## src/rtl/code_lock_fsm.sv

```systemverilog
// Combination-lock sequence checker: consumes key-press pulses, compares them with SECRET, drives the lock.
// Optional failed-attempt lockout is built when CODE_LOCK_LOCKOUT_EN is defined.
module code_lock_fsm #(
    parameter int unsigned              CODE_LEN       = 4,
    parameter logic [2*CODE_LEN-1:0]    SECRET         = 8'b11_10_01_00,
    parameter int unsigned              UNLOCK_CYCLES  = 8,
    parameter int unsigned              MAX_FAILS      = 3,
    parameter int unsigned              LOCKOUT_CYCLES = 16
) (
    input  logic                            clk,
    input  logic                            reset,
    input  logic                            key_valid,
    input  logic [1:0]                      key_code,
    input  logic                            key_clear,
    output logic                            unlocked,
    output logic                            error,
    output logic                            locked_out,
    output logic [$clog2(CODE_LEN+1)-1:0]   digit_count
);

    localparam int unsigned CNT_W     = $clog2(CODE_LEN + 1);
`ifdef CODE_LOCK_LOCKOUT_EN
    localparam int unsigned TIMER_MAX = (UNLOCK_CYCLES > LOCKOUT_CYCLES) ? UNLOCK_CYCLES : LOCKOUT_CYCLES;
    localparam int unsigned FAIL_W    = $clog2(MAX_FAILS + 1);
`else
    localparam int unsigned TIMER_MAX = UNLOCK_CYCLES;
`endif
    localparam int unsigned TIMER_W   = $clog2(TIMER_MAX + 1);

    // Parameter sanity checks at elaboration
    if (CODE_LEN < 1 || CODE_LEN > 8) begin : g_bad_code_len
        $error("code_lock_fsm: CODE_LEN must be 1..8");
    end
    if (UNLOCK_CYCLES < 1) begin : g_bad_unlock
        $error("code_lock_fsm: UNLOCK_CYCLES must be >= 1");
    end
    if (MAX_FAILS < 1 || LOCKOUT_CYCLES < 1) begin : g_bad_lockout
        $error("code_lock_fsm: MAX_FAILS and LOCKOUT_CYCLES must be >= 1");
    end

    typedef enum logic [1:0] {
        ENTRY   = 2'd0,
        OPEN    = 2'd1,
        LOCKOUT = 2'd2
    } state_t;

    state_t               state;
    logic [CNT_W-1:0]     count;
    logic                 mismatch;
    logic [TIMER_W-1:0]   timer;
    logic [1:0]           secret_digit;
    logic                 last_digit;
    logic                 digit_bad;
`ifdef CODE_LOCK_LOCKOUT_EN
    logic [FAIL_W-1:0]    fails;
`endif

    // Secret digit expected at the current entry position
    always_comb begin
        secret_digit = '0;
        for (int unsigned i = 0; i < CODE_LEN; i++) begin
            if (count == CNT_W'(i)) begin
                secret_digit = SECRET[2*i +: 2];
            end
        end
    end

    assign last_digit  = (32'(count) == CODE_LEN - 1);
    assign digit_bad   = (key_code != secret_digit);
    assign digit_count = count;

    always_ff @(posedge clk) begin
        if (reset) begin
            state    <= ENTRY;
            count    <= '0;
            mismatch <= 1'b0;
            timer    <= '0;
            unlocked <= 1'b0;
            error    <= 1'b0;
`ifdef CODE_LOCK_LOCKOUT_EN
            fails      <= '0;
            locked_out <= 1'b0;
`endif
        end else begin
            error <= 1'b0;
            case (state)
                ENTRY: begin
                    if (key_clear) begin
                        count    <= '0;
                        mismatch <= 1'b0;
                    end else if (key_valid) begin
                        if (last_digit) begin
                            count    <= '0;
                            mismatch <= 1'b0;
                            if (mismatch || digit_bad) begin
                                // Reject only after the full code, never earlier
                                error <= 1'b1;
`ifdef CODE_LOCK_LOCKOUT_EN
                                fails <= fails + FAIL_W'(1);
                                if (32'(fails) + 1 >= MAX_FAILS) begin
                                    state      <= LOCKOUT;
                                    timer      <= TIMER_W'(LOCKOUT_CYCLES);
                                    locked_out <= 1'b1;
                                end
`endif
                            end else begin
                                state    <= OPEN;
                                timer    <= TIMER_W'(UNLOCK_CYCLES);
                                unlocked <= 1'b1;
`ifdef CODE_LOCK_LOCKOUT_EN
                                fails    <= '0;
`endif
                            end
                        end else begin
                            count <= count + CNT_W'(1);
                            if (digit_bad) begin
                                mismatch <= 1'b1;
                            end
                        end
                    end
                end
                OPEN: begin
                    timer <= timer - TIMER_W'(1);
                    if (timer == TIMER_W'(1)) begin
                        state    <= ENTRY;
                        unlocked <= 1'b0;
                    end
                end
`ifdef CODE_LOCK_LOCKOUT_EN
                LOCKOUT: begin
                    timer <= timer - TIMER_W'(1);
                    if (timer == TIMER_W'(1)) begin
                        state      <= ENTRY;
                        locked_out <= 1'b0;
                        fails      <= '0;
                    end
                end
`endif
                default: begin
                    state <= ENTRY;
                end
            endcase
        end
    end

`ifndef CODE_LOCK_LOCKOUT_EN
    assign locked_out = 1'b0;
`endif

endmodule

```

## config.mk

```make
export PLATFORM = sky130hd
export DESIGN_NAME = code_lock_fsm
export DESIGN_NICKNAME = d
export VERILOG_FILES = /design/src/rtl/code_lock_fsm.sv
export SDC_FILE = /design/constraint.sdc
export NUM_CORES = 1
export LEC_CHECK = 0
export ABC_CLOCK_PERIOD_IN_PS = 2300
export BUFFER_PORTS_ARGS = -buffer_cell sky130_fd_sc_hd__buf_4
export CAP_MARGIN = 20
export CORE_MARGIN = 2
export CORE_UTILIZATION = 35
export DETAILED_ROUTE_END_ITERATION = 10
export GPL_TIMING_DRIVEN = 0
export PLACE_DENSITY = 0.62
export SETUP_SLACK_MARGIN = 0.1
export SYNTH_ARGS = -nofsm -noshare
export SYNTH_HDL_FRONTEND = slang
export SYNTH_SLANG_ARGS = --single-unit
```

## constraint.sdc

```tcl
create_clock -name clk -period 2.3 [get_ports clk]
set_input_delay 0.345 -clock clk [delete_from_list [all_inputs] [get_ports clk]]
set_output_delay 0.345 -clock clk [all_outputs]
set_load 0.1 [all_outputs]
```

# Word level (Yosys, flattened, before mapping)
# Index checks and enable logic that the tools add are counted.
# classes
n_reduce_logical	11
eq_ne	11
n_bitwise	3
muxes	28
n_addsub	2
# op_table
op	count
4-bit 2-to-1 mux	4
2-bit 2-to-1 mux	7
1-bit 2-to-1 mux	11
2-bit != test, second input constant	5
5-bit AND reduction	2
3-bit 2-to-1 mux	3
4-bit case mux with 2 select lines	1
3-bit by 2-bit == test with 1-bit output, second input constant	2
6-bit AND reduction	1
5-bit OR reduction	1
4-bit by 1-bit == test with 1-bit output, second input constant	1
2-bit case mux with 2 select lines	1
2-bit nonzero test	2
4-bit by 1-bit subtractor with 4-bit output, second input constant	1
3-bit by 1-bit adder with 3-bit output, second input constant	1
3-bit by 1-bit == test with 1-bit output, second input constant	1
1-bit NOT	3
3-bit AND reduction	1
3-bit nonzero test	1
2-bit by 1-bit == test with 1-bit output, second input constant	1
2-bit zero test	1
2-bit != test	1
1-bit case mux with 2 select lines	1
2-bit AND reduction	1
1-bit logical OR	1
# word_totals
elab_cells	61
output_inout_bits	6
in_bits	6
regBits	12

# Logic depth before layout (Yosys ltp)
# depth
ltp_word	11
ltp_mapped	7
mapped_depth_nobuf	7

# Least setup slack after synthesis
# Ideal clock, no wire load.
# synth_path
path_kind	register to register
from	register count[0], in the netlist digit_count[0]
to	register timer[1]
slack_ns	-0.306
path_stages_with_launch	7
period_less_slack_ns	2.606
t_arrival_ns	2.488
path_buffers	0
required_ns	2.183
setup_ns	0.117
cell_sequence	dfxtp_1 > ha_1 > clkinv_1 > o311a_1 > a2111oi_4 > nand2_4 > a32o_2
# synth_between
elab_chain_cells	8
word_cells_on_any_way	11
cone_classes	eq/ne (6); mux (3); reduce/logical (2)
# synth_lines
item	line_no	text
start, declared	48	logic [CNT_W-1:0] count;
start signal, assigned	115	count <= count + CNT_W'(1);
3-bit by 1-bit == test with 1-bit output	62	if (count == CNT_W'(i)) begin
1-bit 2-to-1 mux	62	
2-bit 2-to-1 mux (2 in series)	62	
2-bit != test	69	assign digit_bad = (key_code != secret_digit);
1-bit logical OR	95	if (mismatch || digit_bad) begin
2-bit != test (no source line)	-	
5-bit AND reduction (no source line) *	-	
end signal, assigned	108	timer <= TIMER_W'(UNLOCK_CYCLES);
end signal, assigned	123	timer <= timer - TIMER_W'(1);
end, declared	50	logic [TIMER_W-1:0] timer;
# Every way passes the cells marked *; elsewhere a longest branch is shown, timed or not.
# A chain may end at the register's enable or synchronous reset.

# Worst setup path after layout
# layout_path
from	register count[1], in the netlist digit_count[1]
to	register timer[2]
# The elaborated chain is that of the path after synthesis.

==> results.cfg <==
[outcome]
status = complete, no violations

[synth]
synth_top_family_by_area = simple AND/OR/NAND/NOR gates
async_reset_ff_frac = 0
synth_xor_area_frac = 0.06087
ys_seq_area_frac = 0.3478
synth_area_sq_um = 575.6
synth_area_leaders = dfxtp_1 (35%), ha_1 (11%), nor2_1 (7.8%)
synth_common_cells = nor2_1 (12), dfxtp_1 (10), inv_1 (6), ha_1 (5), nor3_1 (4)
ys_warn_count = 0
muxShareOfSynthArea = 0
synthSimpleGateAreaFrac = 0.2196
synth-compound-area-share = 0.1978
synth_cell_types = 27
synthFlopType = dfxtp_1
synthesis.nets = 75
synth_edf_count = 0
synth_top_area_frac = 0.3478
synth_fa_ha_area_frac = 0.1087
yosys.area.top_type = dfxtp_1
syn_inst = 64
yosysMostFrequentCell = nor2_1
synth_area_per_cell_sq_um = 8.993
ys_seq_elements = 10

[clock_network]
path_clk_slew_ps = 70
htree_levels = 1
cts_tree = done
cts-resized-gates = 0
hold_buffers = 0
cts_num_sinks = 10
postCtsSetupBuffers = 0
clk_path_buf_depth = 2
cts_made_buffers = 3
clockRootBuffer = clkbuf_4
clk_latency_ps = 270

[cells_and_area]
drive_gt1_frac = 0.3077
n_fill_cell = 158
final_area_sq_um = 711.9
syn_to_final_growth_pct = 23.70
final_nets = 90
diodes = 0

[min_path]
worstHoldStart = reset
min-delay-path-class = in -> reg
hold_path_depth = 2
min_to = unlocked$_SDFFE_PP0P_

[sta]
finalWorstPathRequiredPeriod_ps = 1925
relSlewSlack = 0.6571
worst_slew_pin_slew_ps = 510.4
max_freq_mhz = 519.4
skew_ps = 8.114
setup_violations = 0
hold_slack_ps = 297.1
report.final.slew_viol_count = 0
rsz0062_at_grt = no
hold_violations = 0
finalCritPeriodShare = 0.8371
fin_setup_tns_ps = 0

[worst_setup_path]
r2r-start = digit_count[1]$_SDFFE_PP0P_
crit_fanout = 6
required_ps = 2460
ff2ff_setup_slack_ps = 370
critPathArrivalTime_ps = 2090
ff2ff_path_depth = 7
rr_endpoint = timer[2]$_SDFFE_PP0P_
end_kind = flop
critical_path_class = reg -> reg
start_kind = flop

[placed_design]
placed_cell_area_sq_um = 675.6
place_congestion = 0.7862
dp_hpwl_microns = 731.8
port_buffers = 10

[routing]
wl_per_cell_microns = 9.957
drc = 0
first_iter_violations = 2
wl_met1_microns = 475
vias_per_cell = 4.851
wl_met2_microns = 395
wl_met3_microns = 65
ant_nets = 0
top_layer = met3
routed-via-count = 456
routed_wl_microns = 936
firstDrtPassIters = 2

[power]
power_mw = 0.4040
p_sw_mw = 0.1083
power.density_nw_per_um2 = 567.5
clkPwrFrac = 0.386
peakVddDrop_v = 0.0003342
pwr-share-comb = 0.166
seqPwrFrac = 0.448
swShare = 0.2680
leakagePower_nw = 0.3123
internal_power_mw = 0.2958

[die]
placementRows = 14
die_width_microns = 44.55
dieArea_sq_um = 1985
core_sq_um = 1524
fp.dieH_microns = 44.55
ios = 12
floorplan.initialDensity = 0.3777

[global_route]
grt_overflow = 0
grt_max_degree = 9
grt_pass1_wl_microns = 1690
antenna_found_initial = 0
grt_pass1_vias = 417
grt_usage = 0.1215

[flow_run]
drv_cap = 0
-- cell type report --
| type | instances | area, sq um | area share |
|---|---|---|---|
| Timing Repair Buffer | 10 | 75.07 | 0.1054 |
| Multi-Input combinational cell | 46 | 341.6 | 0.4798 |
| Tap cell | 16 | 20.02 | 0.02812 |
| Sequential cell | 10 | 205.2 | 0.2882 |
| Clock buffer | 4 | 36.28 | 0.05097 |
| Buffer | 1 | 7.507 | 0.01054 |
| Inverter | 7 | 26.28 | 0.03691 |
-- kinds of logic after synthesis --
group           after synthesis
flops                        10
compound gates               11
fa+ha+maj                     5
simple gates                 25
xor+xnor                      4
buf+inv                       8
other cells                   1
-- critical path, cell delays in order, from the launching register on --
cell,delay (ps)
dfxtp_2,340
inv_1,50
ha_1,130
clkinv_1,70
o311a_1,360
a2111oi_4,470
nand2_4,110
a32o_2,280
-- placed cells by master (no fill, tap or decap), drive strengths merged, types with 3 or more instances in the layout --
cell,n
nor2,12
nand2,3
clkbuf,4
xnor2,3
inv,6
ha,5
nor3,4
dfxtp,10
buf,11
-- registers in the layout, summed over array words and instances (netlist names) --
signal and flops:
timer 4, digit_count 3, error 1, mismatch 1, unlocked 1
-- per-stage QoR --
step | std cells | worst slack [ps] | utilization
final | 94 | 374.6 | 0.4672
after global routing | 94 | 230.5 | 0.4672
after CTS | 94 | 349.0 | 0.4672
after detailed placement | 90 | 353.4 | 0.4434
after global placement | 90 | 368.2 | 0.4434
after floorplan | 64 | 124.4 | -
-- metal layers --
layer  GRT usage  up-vias
li1            -      244
met5           0        -
met2      0.1594       13
met4     0.09091        0
met3     0.04898        0
met1      0.1563      199
-- worst max-delay path by stage --
stage                                            from                    end  slack (ps)
after floorplan           digit_count[2]$_SDFFE_PP0P_  timer[1]$_SDFFE_PP0P_         120
after global placement    digit_count[1]$_SDFFE_PP0P_  timer[1]$_SDFFE_PP0P_         370
final                     digit_count[1]$_SDFFE_PP0P_  timer[2]$_SDFFE_PP0P_         370
after global routing      digit_count[1]$_SDFFE_PP0P_  timer[2]$_SDFFE_PP0P_         230
after CTS                 digit_count[1]$_SDFFE_PP0P_  timer[2]$_SDFFE_PP0P_         350
after detailed placement  digit_count[1]$_SDFFE_PP0P_  timer[2]$_SDFFE_PP0P_         350
-- power by group through the flow --
stage	sequential, mW	clock [mW]	combinational [mW]
final	0.181	0.156	0.0670
after global routing	0.182	0.172	0.0732
after CTS	0.181	0.165	0.0677
after detailed placement	0.185	0	0.0675
after global placement	0.185	0	0.0670
after floorplan	0.200	0	0.0354
Note: power is estimated with default switching activity, not from simulation.
